===== config.mk =====
export PLATFORM = sky130hd
export DESIGN_NAME = mem_access_unit
export DESIGN_NICKNAME = d
export VERILOG_FILES = /design/src/rtl/mem_access_unit.sv
export SDC_FILE = /design/constraint.sdc
export NUM_CORES = 1
export LEC_CHECK = 0
export CORE_ASPECT_RATIO = 0.7
export CORE_MARGIN = 2
export CORE_UTILIZATION = 40
export DETAILED_ROUTE_END_ITERATION = 7
export HOLD_SLACK_MARGIN = 0.08
export PLACE_DENSITY_LB_ADDON = 0.2
export SYNTH_ARGS = -nofsm -noshare
export SYNTH_HDL_FRONTEND = slang
export SYNTH_SLANG_ARGS = --single-unit

===== constraint.sdc =====
create_clock -name clk_i -period 3.2 [get_ports clk_i]
set_clock_uncertainty 0.2 [all_clocks]
set_input_delay 0.48 -clock clk_i [delete_from_list [all_inputs] [get_ports clk_i]]
set_output_delay 0.48 -clock clk_i [all_outputs]
set_load 0.05 [all_outputs]

===== src/rtl/mem_access_unit.sv =====
// mem_access_unit: load/store unit between the MEM stage and a word-organised
// data memory with a one-cycle registered read port.
//
// One byte/half/word load or store is handled per request. Loads read the word
// and extract/extend the addressed lane. Sub-word stores read-modify-write the
// word. Word stores write directly. Misaligned or illegal-size requests complete
// with misalign_o and never touch memory. The pipeline is stalled until the
// completion cycle.
//
// Ports
//   clk_i, rst_i        clock, synchronous active-high reset
//   req_*               request from the pipeline (held while stall_o=1)
//   stall_o             pipeline must hold
//   rsp_valid_o         one-cycle completion pulse
//   rsp_rdata_o         load result (0 otherwise)
//   misalign_o          with rsp_valid_o: request rejected
//   mem_write_o/_read_o memory strobes
//   mem_addr_o          word index, zero-extended
//   mem_wdata_o         memory write data
//   mem_rdata_i         memory read data, valid the cycle after mem_read_o
module mem_access_unit #(
    parameter int MEM_DEPTH_LOG2 = 8
) (
    input  logic        clk_i,
    input  logic        rst_i,
    input  logic        req_valid_i,
    input  logic        req_write_i,
    input  logic [1:0]  req_size_i,
    input  logic        req_unsigned_i,
    input  logic [31:0] req_addr_i,
    input  logic [31:0] req_wdata_i,
    output logic        stall_o,
    output logic        rsp_valid_o,
    output logic [31:0] rsp_rdata_o,
    output logic        misalign_o,
    output logic        mem_write_o,
    output logic        mem_read_o,
    output logic [31:0] mem_addr_o,
    output logic [31:0] mem_wdata_o,
    input  logic [31:0] mem_rdata_i
);

    typedef enum logic [2:0] {
        IDLE, READ, RESP, RMW_RD, RMW_WR, WRITE, ERR
    } state_t;

    state_t                    state;
    logic [1:0]                reqSize;
    logic                      reqUnsigned;
    logic [1:0]                reqOff;
    logic [MEM_DEPTH_LOG2-1:0] reqIdx;
    logic [31:0]               reqWdata;

    // Upper address bits alias onto the memory; they are deliberately dropped.
    logic unusedAddrBits;
    assign unusedAddrBits = ^req_addr_i[31:MEM_DEPTH_LOG2+2];

    logic misaligned;
    assign misaligned = (req_size_i == 2'b11)
                     || (req_size_i == 2'b01 && req_addr_i[0])
                     || (req_size_i == 2'b10 && req_addr_i[1:0] != 2'b00);

    always_ff @(posedge clk_i) begin
        if (rst_i) begin
            state       <= IDLE;
            reqSize     <= '0;
            reqUnsigned <= 1'b0;
            reqOff      <= '0;
            reqIdx      <= '0;
            reqWdata    <= '0;
        end else begin
            case (state)
                IDLE: begin
                    if (req_valid_i) begin
                        reqSize     <= req_size_i;
                        reqUnsigned <= req_unsigned_i;
                        reqOff      <= req_addr_i[1:0];
                        reqIdx      <= req_addr_i[MEM_DEPTH_LOG2+1:2];
                        reqWdata    <= req_wdata_i;
                        if (misaligned)                 state <= ERR;
                        else if (!req_write_i)          state <= READ;
                        else if (req_size_i == 2'b10)   state <= WRITE;
                        else                            state <= RMW_RD;
                    end
                end
                READ:    state <= RESP;
                RMW_RD:  state <= RMW_WR;
                // Completion states return to IDLE regardless of req_valid_i.
                RESP, RMW_WR, WRITE, ERR: state <= IDLE;
                default: state <= IDLE;
            endcase
        end
    end

    // Lane extraction for loads and lane merge for sub-word stores.
    logic [7:0]  loadByte;
    logic [15:0] loadHalf;
    logic [31:0] loadData;
    logic [31:0] mergeData;

    always_comb begin
        loadByte = mem_rdata_i[{reqOff, 3'b000} +: 8];
        loadHalf = reqOff[1] ? mem_rdata_i[31:16] : mem_rdata_i[15:0];
        case (reqSize)
            2'b00:   loadData = {{24{~reqUnsigned & loadByte[7]}}, loadByte};
            2'b01:   loadData = {{16{~reqUnsigned & loadHalf[15]}}, loadHalf};
            default: loadData = mem_rdata_i;
        endcase
        mergeData = mem_rdata_i;
        if (reqSize == 2'b00) mergeData[{reqOff, 3'b000} +: 8] = reqWdata[7:0];
        else                  mergeData[{reqOff[1], 4'b0000} +: 16] = reqWdata[15:0];
    end

    logic [31:0] wordAddr;
    assign wordAddr = {{(32-MEM_DEPTH_LOG2){1'b0}}, reqIdx};

    // Outputs decode from state; everything is held at 0 while in reset.
    always_comb begin
        stall_o     = 1'b0;
        rsp_valid_o = 1'b0;
        rsp_rdata_o = '0;
        misalign_o  = 1'b0;
        mem_write_o = 1'b0;
        mem_read_o  = 1'b0;
        mem_addr_o  = '0;
        mem_wdata_o = '0;
        if (!rst_i) begin
            case (state)
                IDLE: stall_o = req_valid_i;
                READ, RMW_RD: begin
                    stall_o    = 1'b1;
                    mem_read_o = 1'b1;
                    mem_addr_o = wordAddr;
                end
                RESP: begin
                    rsp_valid_o = 1'b1;
                    rsp_rdata_o = loadData;
                end
                RMW_WR: begin
                    rsp_valid_o = 1'b1;
                    mem_write_o = 1'b1;
                    mem_addr_o  = wordAddr;
                    mem_wdata_o = mergeData;
                end
                WRITE: begin
                    rsp_valid_o = 1'b1;
                    mem_write_o = 1'b1;
                    mem_addr_o  = wordAddr;
                    mem_wdata_o = reqWdata;
                end
                ERR: begin
                    rsp_valid_o = 1'b1;
                    misalign_o  = 1'b1;
                end
                default: ;
            endcase
        end
    end

endmodule


==> results of run 1 <==
==> worst reg2reg max path, stage by stage (launching register included) <==
cell	delay, ns
dfxtp_1	0.67
nor2_1	0.16
nand3_2	0.31
buf_4	0.39
nand2_1	0.12
a21oi_1	0.15
==> how the worst max path moves through the flow <==
stage | start | end | slack [ns] | cells past startpoint
after global placement | mem_rdata_i[7] | rsp_rdata_o[14] | 0.27 | 6
after global routing | reqOff[1] | mem_wdata_o[31] | -0.01 | 9
final | reqOff[1] | mem_wdata_o[31] | 0.09 | 9
after CTS | reqOff[0] | mem_wdata_o[14] | 0.005 | 7
after detailed placement | mem_rdata_i[7] | rsp_rdata_o[14] | 0.25 | 6
after floorplan | rst_i | rsp_rdata_o[0] | -0.40 | 5
==> synth_stat cells (2+ instances only) <==
cell       count  share of area
a2111oi_0      6          0.014
a21boi_0       2         0.0040
a21o_1        25          0.050
a21oi_1       67          0.090
a221o_1        8          0.021
a221oi_1      19          0.045
a22o_1         8          0.019
and2_1         9          0.015
and3_1         8          0.013
buf_2          8          0.011
buf_4         26          0.052
clkbuf_1      24          0.024
clkinv_1       2         0.0020
dfxtp_1       48           0.26
ha_1           5          0.017
inv_1          9         0.0090
mux2_2         4          0.012
mux2i_1        9          0.024
mux4_2         5          0.030
nand2_1       99          0.099
nand2b_1       7          0.012
nand3_1        3         0.0040
nor2_1        17          0.017
nor2b_1        5         0.0084
nor3_1        24          0.032
nor3_2         2         0.0054
nor3b_1        3         0.0060
nor4_2         2         0.0067
o21a_1         6          0.012
o21ai_0        4         0.0054
o221a_2        5          0.015
o22ai_1       13          0.022
o32ai_1        2         0.0047
==> what timing repair did <==
action,in CTS,in global routing
setup buffers,0,3
setup endpoints to repair,0,24
resized for setup,0,6
==> layout make-up <==
type / instances / share of cell area
tap: 124 / 0.0244
timing repair buffer: 188 / 0.371
inverter: 12 / 0.00768
sequential: 48 / 0.151
clock buffer: 6 / 0.0219
multi-input combinational: 404 / 0.418
clock inverter: 2 / 0.00610
==> state kept, by name, indices dropped and copies added (netlist names) <==
name / count
reqWdata: 32
reqSize: 2
reqOff: 2
reqUnsigned: 1
reqIdx: 8
state: 3
==> power by group <==
group	total, mW	internal [mW]	switching, mW
registers	0.693	0.642	0.0515
clock network	0.630	0.392	0.238
logic	0.852	0.341	0.511
==> kinds of logic (layout without fill, tap and decap cells) <==
family	after synthesis	in the layout
AND/OR/NAND/NOR	183	183
AO/OA/AOI/OAI	174	174
buffers and inverters	71	208
flip-flops	48	48
multiplexers	18	18
adder cells (fa/ha/maj)	5	5
other	1	24
==> metal layers <==
metal	part of all wire	wire length (um)
met5	0	0
met4	0.016	240
met3	0.12	1760
met2	0.45	6790
met1	0.42	6440
==> metrics by stage <==
| stage | setup TNS, ns | hold WS [ns] |
|---|---|---|
| after floorplan | -2.23 | 0.232 |
| after detailed placement | 0 | 0.249 |
| final | 0 | 0.257 |
| after CTS | 0 | 0.259 |
| after global placement | 0 | 0.237 |
| after global routing | -0.00964 | 0.275 |
==> impl_metrics.csv, run 1 <==
group,metric,value,unit
yosys,synth_warnings,0,
critical_path,crit_path_start_kind,"flop",
finish,nNetsFinal,767,
sta,hold_viol,0,
critical_path,required,2.52,ns
sta,setup_violations,0,
finish,ff_latch_area,961,um^2
placement,port_buffers,157,
yosys,syn-mean-instance-area,7.47,um^2
cts,clk_pin_slew_worst_paths,0.07,ns
sta,finalCritPeriodShare,0.973,
detailed_routing,drc,0,
global_route,grt.met2_usage,0.456,
hold_path,hold_path_class,"flop to flop",
detailed_routing,vias,4539,
finish,drive_above_1_share,0.258,
critical_path,r2r_setup_slack,1.13,ns
yosys,synth-xor-area-share,0,
cts,clock_latency,0.29,ns
finish,fin_cells,784,
global_route,antenna_found_initial,0,
critical_path,path_max_fanout,20,
cts,postCtsHoldBufs,0,
hold_path,min_from,"reqIdx[1]",
pwr,post-layout-total-power,2.17,mW
sta,fmax,321,MHz
global_route,overflow,0,
placement,gp_congestion,0.934,
finish,syn2layout_area_growth,70.1,%
run,cap_violations,0,
finish,final_util,0.701,
yosys,synthArstFlopShare,0,
placement,place_area,6130,um^2
floorplan,die_w,120,um
finish,n_antenna_cell,0,
placement,pre_cts_ws,0.251,ns
finish,final_cell_area,6350,um^2
hold_path,hold_path_end,"reqIdx[1]",
detailed_routing,first_pass_iters,5,
sta,tightest_slew,0.854,ns
outcome,status,"complete, no violations",
floorplan,num_rows,29,
yosys,synth_top_family_by_area,"compound AO/OA/AOI/OAI gates",
critical_path,path_buf_inv,5,
cts,root_buffer,"clkbuf_16",
yosys,seq_area_frac_synth,0.257,
pwr,p_leak,2.65,nW
yosys,yosys.cell_types.count,49,
critical_path,arrival,2.43,ns
yosys,ys_seq_elements,48,
yosys,syn_inst,500,
cts,ctsLongestPathBuffers,2,
detailed_routing,vias_per_cell,5.79,
cts,numCtsBuffers,5,
global_route,use_met1,0.417,
cts,clock-sinks,48,
sta,fin_crit,3.11,ns
sta,layout_setup_ws,0.0853,ns
critical_path,end_kind,"output pin",
floorplan,core,9070,um^2
critical_path,reg2regPathDepth,5,
global_route,grt.busiest_layer,"met2",
cts,ctsHtreeMaxLevel,2,
placement,dpl.hpwl,11.6,mm
pwr,power_density,342,nW/um^2
critical_path,rr_endpoint,"reqWdata[8]",
floorplan,io_pins,204,
critical_path,r2r-start,"state[0]",
hold_path,hold_path_depth,2,
sta,slew_violations,0,
global_route,grt_use_met3,0.0739,
finish,fillerInstances,730,
finish,final_common_cell,"nand2_1",
detailed_routing,drt-total-wl,15.2,mm
yosys,synth-compound-area-share,0.329,
yosys,synthAdderAreaFrac,0.0167,
critical_path,path_cells,"buf_8, buf_6, ha_1, clkinvlp_4, nor4_2, buf_4, a221oi_1, nor3_2, buf_12",
critical_path,critical_path_class,"flop to output pin",
global_route,grt_max_degree,37,
critical_path,crit_slowest_cell,"dfxtp_1",
finish,final_cell_mix,"nand2_1 (99), clkdlybuf4s50_1 (80), a21oi_1 (67)",
sta,relSlewSlack,0.427,
detailed_routing,wl_per_cell,19.4,um
placement,dp.cells,773,
floorplan,die_h,84.9,um
floorplan,die_area,10100,um^2
global_route,grt_pass1_wl,23.6,mm
global_route,grt_pass1_vias,4296,
pwr,vdd_drop_max,0.273,mV
yosys,synth_enable_flop_cells,0,
detailed_routing,ant_nets,0,
detailed_routing,drt_iter0_drc,607,
yosys,synthSimpleGateAreaFrac,0.229,
yosys,synth_area,3740,um^2
cts,cts_tree,"built",
critical_path,max_stage_delay,0.36,ns
yosys,synth_flop_cell,"dfxtp_1",
finish,multi_input_area,2650,um^2
global_route,grtUsageTotal,0.294,
floorplan,initial_utilization,0.412,
yosys,synth_mux_area_frac,0.0663,
critical_path,cpLargestDelayFamily,"buffers and inverters",
(Power assumes the default switching activity.)
==> run 2, diff against run 1 <==
- CORE_UTILIZATION: 40 -> 43
- clock period: 3.2 -> 3.8 ns (I/O delays scaled with it)
==> impl_metrics.csv, run 2 (synthesis results as in run 1) <==
group,metric,value,unit
detailed_routing,drt_iter0_drc,497,
hold_path,hold_path_class,"flop to flop",
global_route,antenna_found_initial,0,
finish,largest_register,"reqWdata",
detailed_routing,first_pass_iters,5,
placement,dpl.hpwl,11.1,mm
floorplan,die_h,82.0,um
floorplan,die_w,115,um
floorplan,core,8440,um^2
sta,relSlewSlack,0.412,
detailed_routing,drc,0,
detailed_routing,wl_per_cell,19.3,um
finish,drive_above_1_share,0.193,
finish,fillerInstances,659,
floorplan,die_area,9460,um^2
global_route,grt_max_degree,39,
critical_path,crit_slowest_cell,"or2_2",
critical_path,max_stage_delay,0.59,ns
floorplan,num_rows,28,
detailed_routing,vias_per_cell,5.89,
placement,gp_congestion,0.927,
critical_path,path_max_fanout,21,
critical_path,required,3.03,ns
cts,post-cts-setup-buffer-count,0,
pwr,seqPwrFrac,0.330,
placement,port_buffers,157,
finish,final_common_cell,"nand2_1",
cts,root_buffer,"clkbuf_16",
finish,multi_input_area,2490,um^2
sta,rsz0062_at_grt,"no",
floorplan,io_pins,204,
global_route,grt_pass1_vias,4034,
cts,clk_pin_slew_worst_paths,0.07,ns
outcome,status,"complete, no violations",
pwr,power_density,295,nW/um^2
cts,numCtsBuffers,5,
sta,slew_violations,0,
detailed_routing,drt-met1-wl,6.35,mm
critical_path,critical_path_class,"flop to output pin",
cts,cts_resized,0,
finish,final_cell_mix,"nand2_1 (99), clkdlybuf4s50_1 (83), a21oi_1 (67)",
pwr,pwr-share-comb,0.373,
sta,hold_viol,0,
finish,largest_reg_flops,32,
sta,tightest_slew,0.877,ns
critical_path,crit_path_start_kind,"flop",
detailed_routing,dr_wl_met2,6.40,mm
detailed_routing,ant_nets,0,
cts,clock-sinks,48,
detailed_routing,vias,4515,
cts,ctsHtreeMaxLevel,2,
pwr,power.share.clock,0.298,
finish,nNetsFinal,753,
sta,hold_slack,0.251,ns
global_route,grt_pass1_wl,21.9,mm
run,cap_violations,0,
pwr,switchingPower,0.646,mW
global_route,overflow,0,
finish,ff_latch_area,961,um^2
detailed_routing,drt-total-wl,14.8,mm
sta,fmax,284,MHz
sta,finalCritPeriodShare,0.926,
floorplan,initial_utilization,0.443,
pwr,swShare,0.361,
critical_path,end_kind,"output pin",
pwr,p_leak,2.54,nW
finish,n_antenna_cell,0,
critical_path,arrival,2.75,ns
sta,setup_violations,0,
detailed_routing,route.top_layer_used,"met4",
critical_path,path_cells,"or2_2, a21oi_1, o22ai_1, nor3_1, buf_12",
finish,syn2layout_area_growth,62.0,%
detailed_routing,wl_met3,1.69,mm
pwr,vdd_drop_max,0.179,mV
pwr,p_int,1.14,mW
sta,fin_crit,3.52,ns
pwr,post-layout-total-power,1.79,mW
cts,clock_latency,0.29,ns
finish,reg_top3,"reqWdata (32), reqIdx (8), state (3)",
cts,postCtsHoldBufs,0,
finish,fin_cells,766,
cts,cts_tree,"built",
placement,dp.cells,758,
global_route,grtUsageTotal,0.300,
cts,ctsLongestPathBuffers,2,
[run 2: cell count changes in the layout (fill, tap and decap cells not counted), sizes merged]
cell	delta
clkinv	+1
clkinvlp	-1
buf	-17
clkdlybuf4s50	+3
[run 2: layout make-up]
cell class,count,area share
Multi-Input combinational cell,404,0.412
Timing Repair Buffer,174,0.368
Sequential cell,48,0.159
Tap cell,120,0.0248
Clock buffer,6,0.0229
Inverter,12,0.00744
Clock inverter,2,0.00641
[run 2: metal layers]
layer | vias to the layer above | track usage
met5 | - | 0
met4 | 0 | 0.0880
met3 | 31 | 0.0649
met2 | 305 | 0.457
met1 | 2107 | 0.426
li1 | 2072 | -
[run 2: through the flow]
step / cell area (um^2) / setup TNS [ns] / worst slack [ns] / utilization
final: 6050 / 0 / 0.281 / 0.717
after global routing: 6050 / 0 / 0.139 / 0.717
after CTS: 6050 / 0 / 0.293 / 0.717
after detailed placement: 5870 / 0 / 0.538 / 0.696
after global placement: 5870 / 0 / 0.573 / 0.696
after floorplan: 3820 / -3.68 / -0.641 / -
[run 2: critical path, delay by kind of cell (launching register included)]
kind / cells / cell delay (ns)
AO/OA/AOI/OAI: 2 / 0.71
AND/OR/NAND/NOR: 2 / 0.99
flip-flops: 1 / 0.56
buffers and inverters: 1 / 0.20
[run 2: power groups by stage]
stage	combinational (mW)	clock (mW)	sequential, mW
floorplan	0.423	0	0.574
global placement	0.644	0	0.596
detailed placement	0.657	0	0.598
CTS	0.660	0.527	0.587
global route	0.708	0.548	0.592
finish	0.666	0.532	0.589
[run 2: worst paths after layout]
kind / start / end / slack [ns] / depth (start not counted)
max: reqSize[0] / mem_wdata_o[14] / 0.28 / 5
min: reqIdx[4] / reqIdx[4] / 0.25 / 2
max reg2reg: state[0] / reqWdata[22] / 1.76 / 5
min reg2reg: reqIdx[4] / reqIdx[4] / 0.25 / 2
==> run 3, diff against run 2 <==
- CORE_UTILIZATION: 43 -> 44
- CTS_BUF_LIST: not set -> sky130_fd_sc_hd__clkbuf_8
- CTS_CLUSTER_SIZE: not set -> 25
==> impl_metrics.csv, run 3 (synthesis results as in run 1) <==
group,metric,value,unit
outcome,status,"complete, no violations",
finish,final_cell_mix,"nand2_1 (99), clkdlybuf4s50_1 (83), a21oi_1 (67)",
sta,tns,0,ns
finish,n_antenna_cell,0,
run,cap_violations,0,
critical_path,crit_slowest_cell,"or3b_2",
finish,largest_register,"reqWdata",
critical_path,end_kind,"output pin",
global_route,grt_max_degree,43,
sta,fmax,280,MHz
critical_path,cpLargestDelayFamily,"compound AO/OA/AOI/OAI gates",
pwr,p_leak,2.52,nW
placement,gp_congestion,0.902,
global_route,overflow,0,
detailed_routing,vias,4436,
placement,port_buffers,157,
detailed_routing,drt-total-wl,14.6,mm
critical_path,crit_path_start_kind,"flop",
critical_path,path_max_fanout,11,
floorplan,die_w,114,um
critical_path,arrival,2.80,ns
critical_path,path_cells,"clkinv_1, buf_4, ha_1, or3b_2, a21oi_4, a21o_2, a22o_1, buf_12",
global_route,grt_pass1_wl,22.2,mm
cts,cts_tree,"built",
finish,largest_reg_flops,32,
finish,multi_input_area,2510,um^2
sta,setup_violations,0,
sta,tightest_slew,0.836,ns
finish,drive_above_1_share,0.196,
floorplan,core,8340,um^2
finish,fillerInstances,659,
global_route,use_met1,0.424,
detailed_routing,wl_per_cell,19.4,um
critical_path,critical_path_class,"flop to output pin",
finish,reg_top3,"reqWdata (32), reqIdx (8), state (3)",
sta,slew_violations,0,
pwr,vdd_drop_max,0.214,mV
global_route,grt_pass1_vias,4067,
detailed_routing,vias_per_cell,5.90,
placement,dpl.hpwl,11.0,mm
cts,numCtsBuffers,5,
placement,pre_cts_ws,0.412,ns
finish,nNetsFinal,754,
cts,root_buffer,"clkbuf_8",
detailed_routing,drt_iter0_drc,461,
finish,syn2layout_area_growth,60.5,%
sta,rsz0062_at_grt,"no",
sta,finalCritPeriodShare,0.938,
detailed_routing,first_pass_iters,7,
cts,clock_latency,0.30,ns
sta,relSlewSlack,0.439,
pwr,power_density,275,nW/um^2
global_route,grt.met2_usage,0.471,
hold_path,hold_path_class,"flop to flop",
sta,hold_viol,0,
critical_path,required,3.03,ns
cts,clk_pin_slew_worst_paths,0.09,ns
cts,ctsLongestPathBuffers,2,
detailed_routing,ant_nets,0,
critical_path,max_stage_delay,0.50,ns
critical_path,path_buf_inv,3,
global_route,grtUsageTotal,0.308,
floorplan,die_area,9260,um^2
floorplan,initial_utilization,0.448,
floorplan,io_pins,204,
floorplan,num_rows,28,
sta,layout_setup_ws,0.234,ns
floorplan,die_h,81.1,um
global_route,grt_use_met3,0.0940,
finish,ff_latch_area,961,um^2
sta,fin_crit,3.57,ns
detailed_routing,drc,0,
cts,ctsHtreeMaxLevel,2,
finish,final_common_cell,"nand2_1",
cts,clock-sinks,48,
cts,post-cts-setup-buffer-count,0,
global_route,antenna_found_initial,0,
global_route,grt.busiest_layer,"met2",
[run 3: changes by cell type in the layout (fill, tap and decap cells not counted)]
cell / previous run / this run
clkbuf_8: 1 / 6
nor3_1: 24 / 23
nor4_4: 0 / 1
clkbuf_16: 5 / 0
nor3_2: 1 / 2
buf_4: 33 / 34
nor4_2: 2 / 1
[run 3: worst paths after layout]
path	start	endpoint	slack, ns	depth (start not counted)
max	reqOff[1]	mem_wdata_o[0]	0.23	8
min	reqIdx[4]	reqIdx[4]	0.26	2
max reg2reg	state[0]	reqWdata[13]	1.69	5
min reg2reg	reqIdx[4]	reqIdx[4]	0.26	2
[run 3: area by class of cell]
type / count / area share
Clock buffer: 6 / 0.0138
Clock inverter: 2 / 0.00647
Inverter: 12 / 0.00751
Multi-Input combinational cell: 404 / 0.418
Sequential cell: 48 / 0.160
Tap cell: 105 / 0.0219
Timing Repair Buffer: 175 / 0.372
[run 3: per-stage QoR]
stage / utilization / hold slack, ns / power (mW) / area (um^2) / instances
after global routing: 0.719 / 0.282 / 1.72 / 6000 / 752
after global placement: 0.703 / 0.237 / 1.24 / 5860 / 744
after detailed placement: 0.703 / 0.244 / 1.25 / 5860 / 744
final: 0.719 / 0.257 / 1.65 / 6000 / 752
after floorplan: - / 0.232 / 0.997 / 3820 / 523
after CTS: 0.718 / 0.258 / 1.65 / 5980 / 752
[run 3: worst min-delay path, cell delays in order (launching register included)]
cell and delay, ns:
dfxtp_1 0.32, nand2_1 0.05, a21oi_1 0.05
[run 3: per-layer routing]
layer / vias to the layer above / wire, um
met5: - / 0
met4: 0 / 278
met3: 32 / 1910
met2: 287 / 6200
met1: 2038 / 6210
li1: 2079 / -
[run 3: what timing repair did]
action | in CTS | in global routing
endpoints found under the setup margin | 0 | 10
hold buffers | 0 | 0
endpoints found under the hold margin | 0 | 0
gates resized for setup | 0 | 2
[run 3: power breakdown]
group	leakage (nW)	total, mW	internal (mW)	switching (mW)
sequential	0.394	0.585	0.540	0.0449
clock	0.0614	0.393	0.215	0.178
combinational	2.06	0.672	0.273	0.399
